`src/rtl/pattern_pkg.sv`:
```
// Shared types and constants for the pattern serializer.
// The PARITY state exists only when PATTERN_SERIALIZER_PARITY_EN is defined.
package pattern_pkg;

  localparam int PATTERN_WIDTH_DEFAULT = 10;

  typedef enum logic [1:0] {
    IDLE   = 2'd0,
    SHIFT  = 2'd1
`ifdef PATTERN_SERIALIZER_PARITY_EN
    ,
    PARITY = 2'd2
`endif
  } state_t;

endpackage

```
`src/rtl/pattern_serializer.sv`:
```
// LSB-first parallel-to-serial frame transmitter with one-cycle frame_done pulse.
// Optional trailing even-parity bit when PATTERN_SERIALIZER_PARITY_EN is defined.
module pattern_serializer
  import pattern_pkg::*;
#(
  parameter int WIDTH = PATTERN_WIDTH_DEFAULT
) (
  input  logic             clock,
  input  logic             reset,
  input  logic             load_valid,
  input  logic [WIDTH-1:0] load_data,
  output logic             load_ready,
  output logic             ser_out,
  output logic             ser_valid,
  output logic             frame_done,
  output state_t           fsm_state
);

  // Handshake: a frame is taken on a rising edge where load_valid && load_ready;
  // load_ready is high only in IDLE, and load_data is ignored otherwise.

  localparam int CW = $clog2(WIDTH + 1);

  state_t           state;
  state_t           next_state;
  logic [WIDTH-1:0] sreg;
  logic [WIDTH-1:0] sreg_d;
  logic [CW-1:0]    cnt;
  logic [CW-1:0]    cnt_d;
  logic             ser_out_d;
  logic             ser_valid_d;
  logic             frame_done_d;
  logic             accept;
  logic             last_bit;
`ifdef PATTERN_SERIALIZER_PARITY_EN
  logic             par;
  logic             par_d;
`endif

  assign accept    = load_valid && load_ready;
  assign last_bit  = (cnt == CW'(WIDTH - 1));
  assign fsm_state = state;

  always_ff @(posedge clock or posedge reset) begin
    if (reset) begin
      state <= IDLE;
    end else begin
      state <= next_state;
    end
  end

  always_comb begin
    next_state = state;
    case (state)
      IDLE: begin
        if (accept) next_state = SHIFT;
      end
      SHIFT: begin
        if (last_bit) begin
`ifdef PATTERN_SERIALIZER_PARITY_EN
          next_state = PARITY;
`else
          next_state = IDLE;
`endif
        end
      end
`ifdef PATTERN_SERIALIZER_PARITY_EN
      PARITY: next_state = IDLE;
`endif
      default: next_state = IDLE;
    endcase
  end

  // Output logic computes next values of the registered serial outputs, so
  // ser_out/ser_valid/frame_done are all flop outputs.
  always_comb begin
    load_ready   = 1'b0;
    sreg_d       = sreg;
    cnt_d        = cnt;
    ser_out_d    = 1'b0;
    ser_valid_d  = 1'b0;
    frame_done_d = 1'b0;
`ifdef PATTERN_SERIALIZER_PARITY_EN
    par_d        = par;
`endif
    case (state)
      IDLE: begin
        load_ready = 1'b1;
        if (load_valid) begin
          sreg_d      = load_data;
          cnt_d       = '0;
          ser_out_d   = load_data[0];
          ser_valid_d = 1'b1;
`ifdef PATTERN_SERIALIZER_PARITY_EN
          par_d       = ^load_data;
`endif
        end
      end
      SHIFT: begin
        if (last_bit) begin
`ifdef PATTERN_SERIALIZER_PARITY_EN
          ser_out_d    = par;
          ser_valid_d  = 1'b1;
`else
          frame_done_d = 1'b1;
`endif
        end else begin
          sreg_d      = sreg >> 1;
          cnt_d       = cnt + CW'(1);
          ser_out_d   = sreg[1];
          ser_valid_d = 1'b1;
        end
      end
`ifdef PATTERN_SERIALIZER_PARITY_EN
      PARITY: frame_done_d = 1'b1;
`endif
      default: ;
    endcase
  end

  always_ff @(posedge clock or posedge reset) begin
    if (reset) begin
      sreg       <= '0;
      cnt        <= '0;
      ser_out    <= 1'b0;
      ser_valid  <= 1'b0;
      frame_done <= 1'b0;
`ifdef PATTERN_SERIALIZER_PARITY_EN
      par        <= 1'b0;
`endif
    end else begin
      sreg       <= sreg_d;
      cnt        <= cnt_d;
      ser_out    <= ser_out_d;
      ser_valid  <= ser_valid_d;
      frame_done <= frame_done_d;
`ifdef PATTERN_SERIALIZER_PARITY_EN
      par        <= par_d;
`endif
    end
  end

endmodule

```
`config.mk`:
```
export PLATFORM = sky130hd
export DESIGN_NAME = pattern_serializer
export DESIGN_NICKNAME = d
export VERILOG_FILES = /design/src/rtl/pattern_pkg.sv /design/src/rtl/pattern_serializer.sv
export SDC_FILE = /design/constraint.sdc
export NUM_CORES = 1
export LEC_CHECK = 0
export ABC_AREA = 0
export BUFFER_PORTS_ARGS = -buffer_cell sky130_fd_sc_hd__buf_2
export CAP_MARGIN = 5
export CORE_MARGIN = 2
export CORE_UTILIZATION = 52
export CTS_CLUSTER_DIAMETER = 40
export CTS_CLUSTER_SIZE = 16
export DETAILED_ROUTE_END_ITERATION = 12
export GPL_TIMING_DRIVEN = 0
export PLACE_DENSITY = 0.77
export SYNTH_ARGS = -nofsm -noshare
export SYNTH_HDL_FRONTEND = slang
export SYNTH_SLANG_ARGS = --single-unit
```
`constraint.sdc`:
```
create_clock -name clock -period 2.2 [get_ports clock]
set_input_delay 0.44 -clock clock [delete_from_list [all_inputs] [get_ports clock]]
set_output_delay 0.44 -clock clock [all_outputs]
set_load 0.005 [all_outputs]
```
Word-level counts from Yosys, hierarchy flattened:

Cells that the tools add are included.

* bits in registers: 19
* bits of input ports: 13
* output and inout port bits: 6
* logic and storage cells: 36

* add/sub/neg operators: 1
* equal/unequal tests: 6
* mux-type cells: 18
* reduce and logical (&&, ||, !) cells: 5

Operators with widths (number)
* 10-bit two-way mux: 2
* 10-bit one-hot mux with 2 select lines: 1
* 4-bit two-way mux: 2
* 2-bit inequality test, second input constant: 4
* 4-bit one-hot mux with 2 select lines: 1
* 1-bit two-way mux: 7
* 4-bit by 1-bit adder with 4-bit output, second input constant: 1
* 4-bit equality test, second input constant: 1
* 2-bit two-way mux: 2
* 1-bit one-hot mux with 2 select lines: 2
* 2-bit one-hot mux with 2 select lines: 1
* 3-bit AND reduction: 1
* 2-bit by 1-bit equality test with 1-bit output, second input constant: 1
* 2-bit zero test: 1
* 2-bit AND reduction: 1
* 2-bit nonzero test: 1
* 1-bit logical AND: 1

Longest topological paths before layout:

* word-level depth: 5
* gate-level depth with buffers: 6

Worst setup path before layout:

Ideal clock, no wire load.

* kind: register to register
* start: reg cnt[0]
* end: reg sreg[1]
* setup time: 125 ps
* data arrival time: 1392 ps
* slack: 683 ps
* stages on the path, launching flop included: 6
* buffers on the path: 1
* clock period less this slack: 1517 ps
* cells stage by stage: dfrtp_1 > ha_1 > and4b_1 > buf_6 > nor2_8 > mux2_2

* word-level cells in the longest chain between the ends: 3

Ends and longest elaborated chain
* from (decl): line pattern_serializer.sv:28 `logic [CW-1:0] cnt;`
* from (signal assigned): line pattern_serializer.sv:133 `cnt <= cnt_d;`
* 4-bit equality test: line pattern_serializer.sv:41 `assign last_bit = (cnt == CW'(WIDTH - 1));`
* 2-bit inequality test (no source line)
* 3-bit AND reduction (no source line)
* to (signal assigned): line pattern_serializer.sv:132 `sreg <= sreg_d;`
* to (decl): line pattern_serializer.sv:26 `logic [WIDTH-1:0] sreg;`

No other way between the ends.
A chain may end at the register's enable or synchronous reset.

Final worst setup path:

* start: reg state[0], in the netlist fsm_state[0]
* end: out load_ready

* word-level cells in the longest chain between the ends: 2

Ends and longest elaborated chain
* from (decl): line pattern_serializer.sv:24 `state_t state;`
* from (signal assigned): line pattern_serializer.sv:48 `state <= next_state;`
* 2-bit zero test: line pattern_serializer.sv:86 `case (state)`
* 1-bit two-way mux: line pattern_serializer.sv:86
* to (decl): line pattern_serializer.sv:12 `output logic load_ready,`

No other way between the ends.

==> key figures <==
Status
  – Status: complete, no violations

Floorplanning
  – Die width: 44.0 um
  – Initial Util: 0.551
  – Core box area: ~1500 um^2
  – Die Ht: 44.0 um
  – Top Ports: 19
  – Rows: 14
  – Die area: 1930 um^2

Power and ir drop
  – Power per cell area: between 1000 and 1500 nW/um^2
  – LEAKAGE: 0.498 nW
  – Max rail drop VDD: 0.575 mV

Final layout
  – Synthesis-to-layout area growth: 15.8%
  – Share of layout cells above drive strength 1: 0.488
  – Final antenna diode count: 0
  – Final net count: 102
  – Fillers: 124

Synthesis
  – Syn_nets: 80
  – Yosys cell types: 22
  – Seq/Total Area, Yosys: 0.512
  – Count leader, synth: dfrtp_1
  – Top FF cell, synth: dfrtp_1
  – Post-synth EDFFs: 0
  – Synthesized instance count: between 60 and 70
  – Synth Area per Inst: 12.8 um^2
  – Synth top cells by count: dfrtp_1, mux2_2, o21ai_0, nand3_1
  – Synth area leader: dfrtp_1
  – Synth Register Bits: 17
  – Mapped Area: 831 um^2
  – Synth Warn #: 0
  – Synth async-reset ratio: 1.00
  – Ranking of synthesized cells by area: dfrtp_1, mux2_2, ha_1
  – Synth top area share: 0.512

Placed design
  – HPWL Detailed: 953 um
  – RD Place Congestion: between 0.7 and 0.8
  – IO Port Bufs: 17

Critical path
  – Crit path cell chain: buf_6 -> buf_2 -> inv_1 -> buf_2
  – CP top delay family: buffers and inverters
  – Crit end category: output pin
  – Startpoint Class: flip-flop
  – CP peak stage delay: 0.37 ns
  – Slowest CP cell: dfrtp_1
  – Crit path DAT: ~1.2 ns
  – Buf/Inv on CP: 4
  – WP data required: 1.76 ns
  – Maximum fanout along the worst path: 10
  – Crit path kind: flip-flop to output pin
  – Most frequent CP cell: buf_2

Timing
  – Layout Skew: about 0.0074 ns
  – Final period util: 0.762
  – Worst rel slew slack: 0.579
  – Final hold violation count: 0
  – Tmin final: 1.68 ns
  – Fin. max-slew vios: 0
  – RSZ-0062 raised after global routing: no
  – Max Fclk: slightly below 600 MHz
  – Setup tns final: 0 ns
  – # setup viols final: 0
  – Worst Max-Slew Pin Slew: 0.631 ns
  – Final hold slack: between 0.2 and 0.25 ns

GRT
  – GRT Total Usage: 0.168
  – Total grt overflow: 0
  – Initial antenna violation count: 0
  – First-pass GRT wire length: between 2 and 2.5 mm
  – Largest net degree at the start of global routing: 18
  – Vias in the first global route: 558

Route
  – Post-DR vias/cell: 5.35
  – DR DRC count: 0
  – Post-route ant nets: 0
  – Vias post-DR: 546
  – Drt first pass iters: 4
  – DRT iter0 DRCs: 11
  – Detailed-route wire length: around 1.3 mm
  – DR WL/cell: 12.7 um

CTS
  – Clock tree sinks: 17
  – Gates resized, CTS repair: 0
  – Hold-fix buffers, CTS: 0
  – CTS tree: yes
  – TritonCTS buffer count: 3
  – Setup bufs post-CTS: 0
  – CTS H-tree lvls: 1
  – Root Buffer: clkbuf_4
  – Max clock buf depth: 2
  – Worst-path clk slew: 0.10 ns
  – Clock latency on the worst-skew pair: slightly below 0.3 ns

Hold path
  – Tightest Hold Check Type: input port to async pin

Run
  – MaxCap Viol Count: 0
==> cells in the final DEF (no fill, tap or decap) <==
cell type,instances
buf_2,18
dfrtp_1,17
mux2_2,15
o21ai_0,5
nand3_1,4
nor2b_1,3
inv_1,3
clkbuf_4,3
buf_6,2
ha_1,2
nor2_2,1
and4b_1,1
nor2_8,1
nand3b_1,1
mux2_4,1
or3_1,1
nand2_1,1
a22o_1,1
a32o_1,1
nor2_1,1
o22ai_1,1
buf_4,1
conb_1,1
clkbuf_1,1
==> worst register-to-register path, delay by kind of cell, from the launching register on <==
| kind | cells | cell delay (ns) |
|---|---|---|
| adders and majority gates | 1 | 0.22 |
| buffers and inverters | 1 | 0.13 |
| DFF | 1 | 0.43 |
| muxes | 1 | 0.36 |
| and+or+nand+nor | 2 | 0.37 |
==> sequential cells by signal (all words and copies together) (netlist names) <==
| register | count |
|---|---|
| cnt | 4 |
| frame_done | 1 |
| fsm_state | 1 |
| ser_out | 1 |
| ser_valid | 1 |
| sreg | 9 |
==> worst paths after layout <==
path,from,endpoint,slack [ns],cells after the start
max,fsm_state[0],load_ready,0.52,4
min,reset,cnt[3],0.21,2
max reg2reg,cnt[0],sreg[6],0.57,5
min reg2reg,sreg[6],sreg[6],0.51,1
max in group asynchronous,reset,sreg[9],1.58,2
min in group clock,load_data[0],ser_out,0.36,2
==> per-stage QoR <==
| step | instance area [um^2] | utilization | total power, mW | std cells | setup WS, ns |
|---|---|---|---|---|---|
| floorplan | 831 | - | 0.925 | 65 | 0.683 |
| global placement | 936 | 0.621 | 1.03 | 98 | 0.599 |
| detailed placement | 936 | 0.621 | 1.05 | 98 | 0.593 |
| CTS | 962 | 0.639 | 1.22 | 102 | 0.514 |
| global route | 962 | 0.639 | 1.31 | 102 | 0.434 |
| finish | 962 | 0.639 | 1.21 | 102 | 0.524 |
==> where the power goes <==
part	total, mW	leakage, nW	internal (mW)	switching [mW]
Combinational	0.530	0.270	0.303	0.227
Clock	0.168	0.0150	0.0706	0.0970
Sequential	0.508	0.213	0.438	0.0704
Total	1.21	0.498	0.811	0.394
==> kinds of logic (layout without fill, tap and decap cells) <==
family | count (synthesis) | count (layout) | share of synthesized area
buffers and inverters | 7 | 28 | 0.0557
flip-flops | 17 | 17 | 0.512
adder cells (fa/ha/maj) | 2 | 2 | 0.0301
AO/OA/AOI/OAI | 8 | 8 | 0.0602
multiplexers | 16 | 16 | 0.221
other | 1 | 1 | 0.00451
AND/OR/NAND/NOR | 14 | 14 | 0.116
==> routing by layer <==
layer / GRT usage / share of wire / vias to the layer above / routed length [um]
met5: 0 / 0 / - / 0
met4: 0.109 / 0.023 / 0 / 30
met3: 0.0250 / 0.039 / 4 / 51
met2: 0.265 / 0.49 / 13 / 629
met1: 0.214 / 0.45 / 264 / 581
li1: - / - / 265 / -
==> layout make-up <==
type	count	area, um^2	share of cell area
repair buffers	17	85.1	0.0884
clock buffers	4	26.3	0.0273
well taps	16	20.0	0.0208
inverters	3	11.3	0.0117
plain buffers	4	35.0	0.0364
flip-flops and latches	17	425	0.442
multi-input cells	41	359	0.373
No activity file was read; power rests on OpenSTA's default activity.
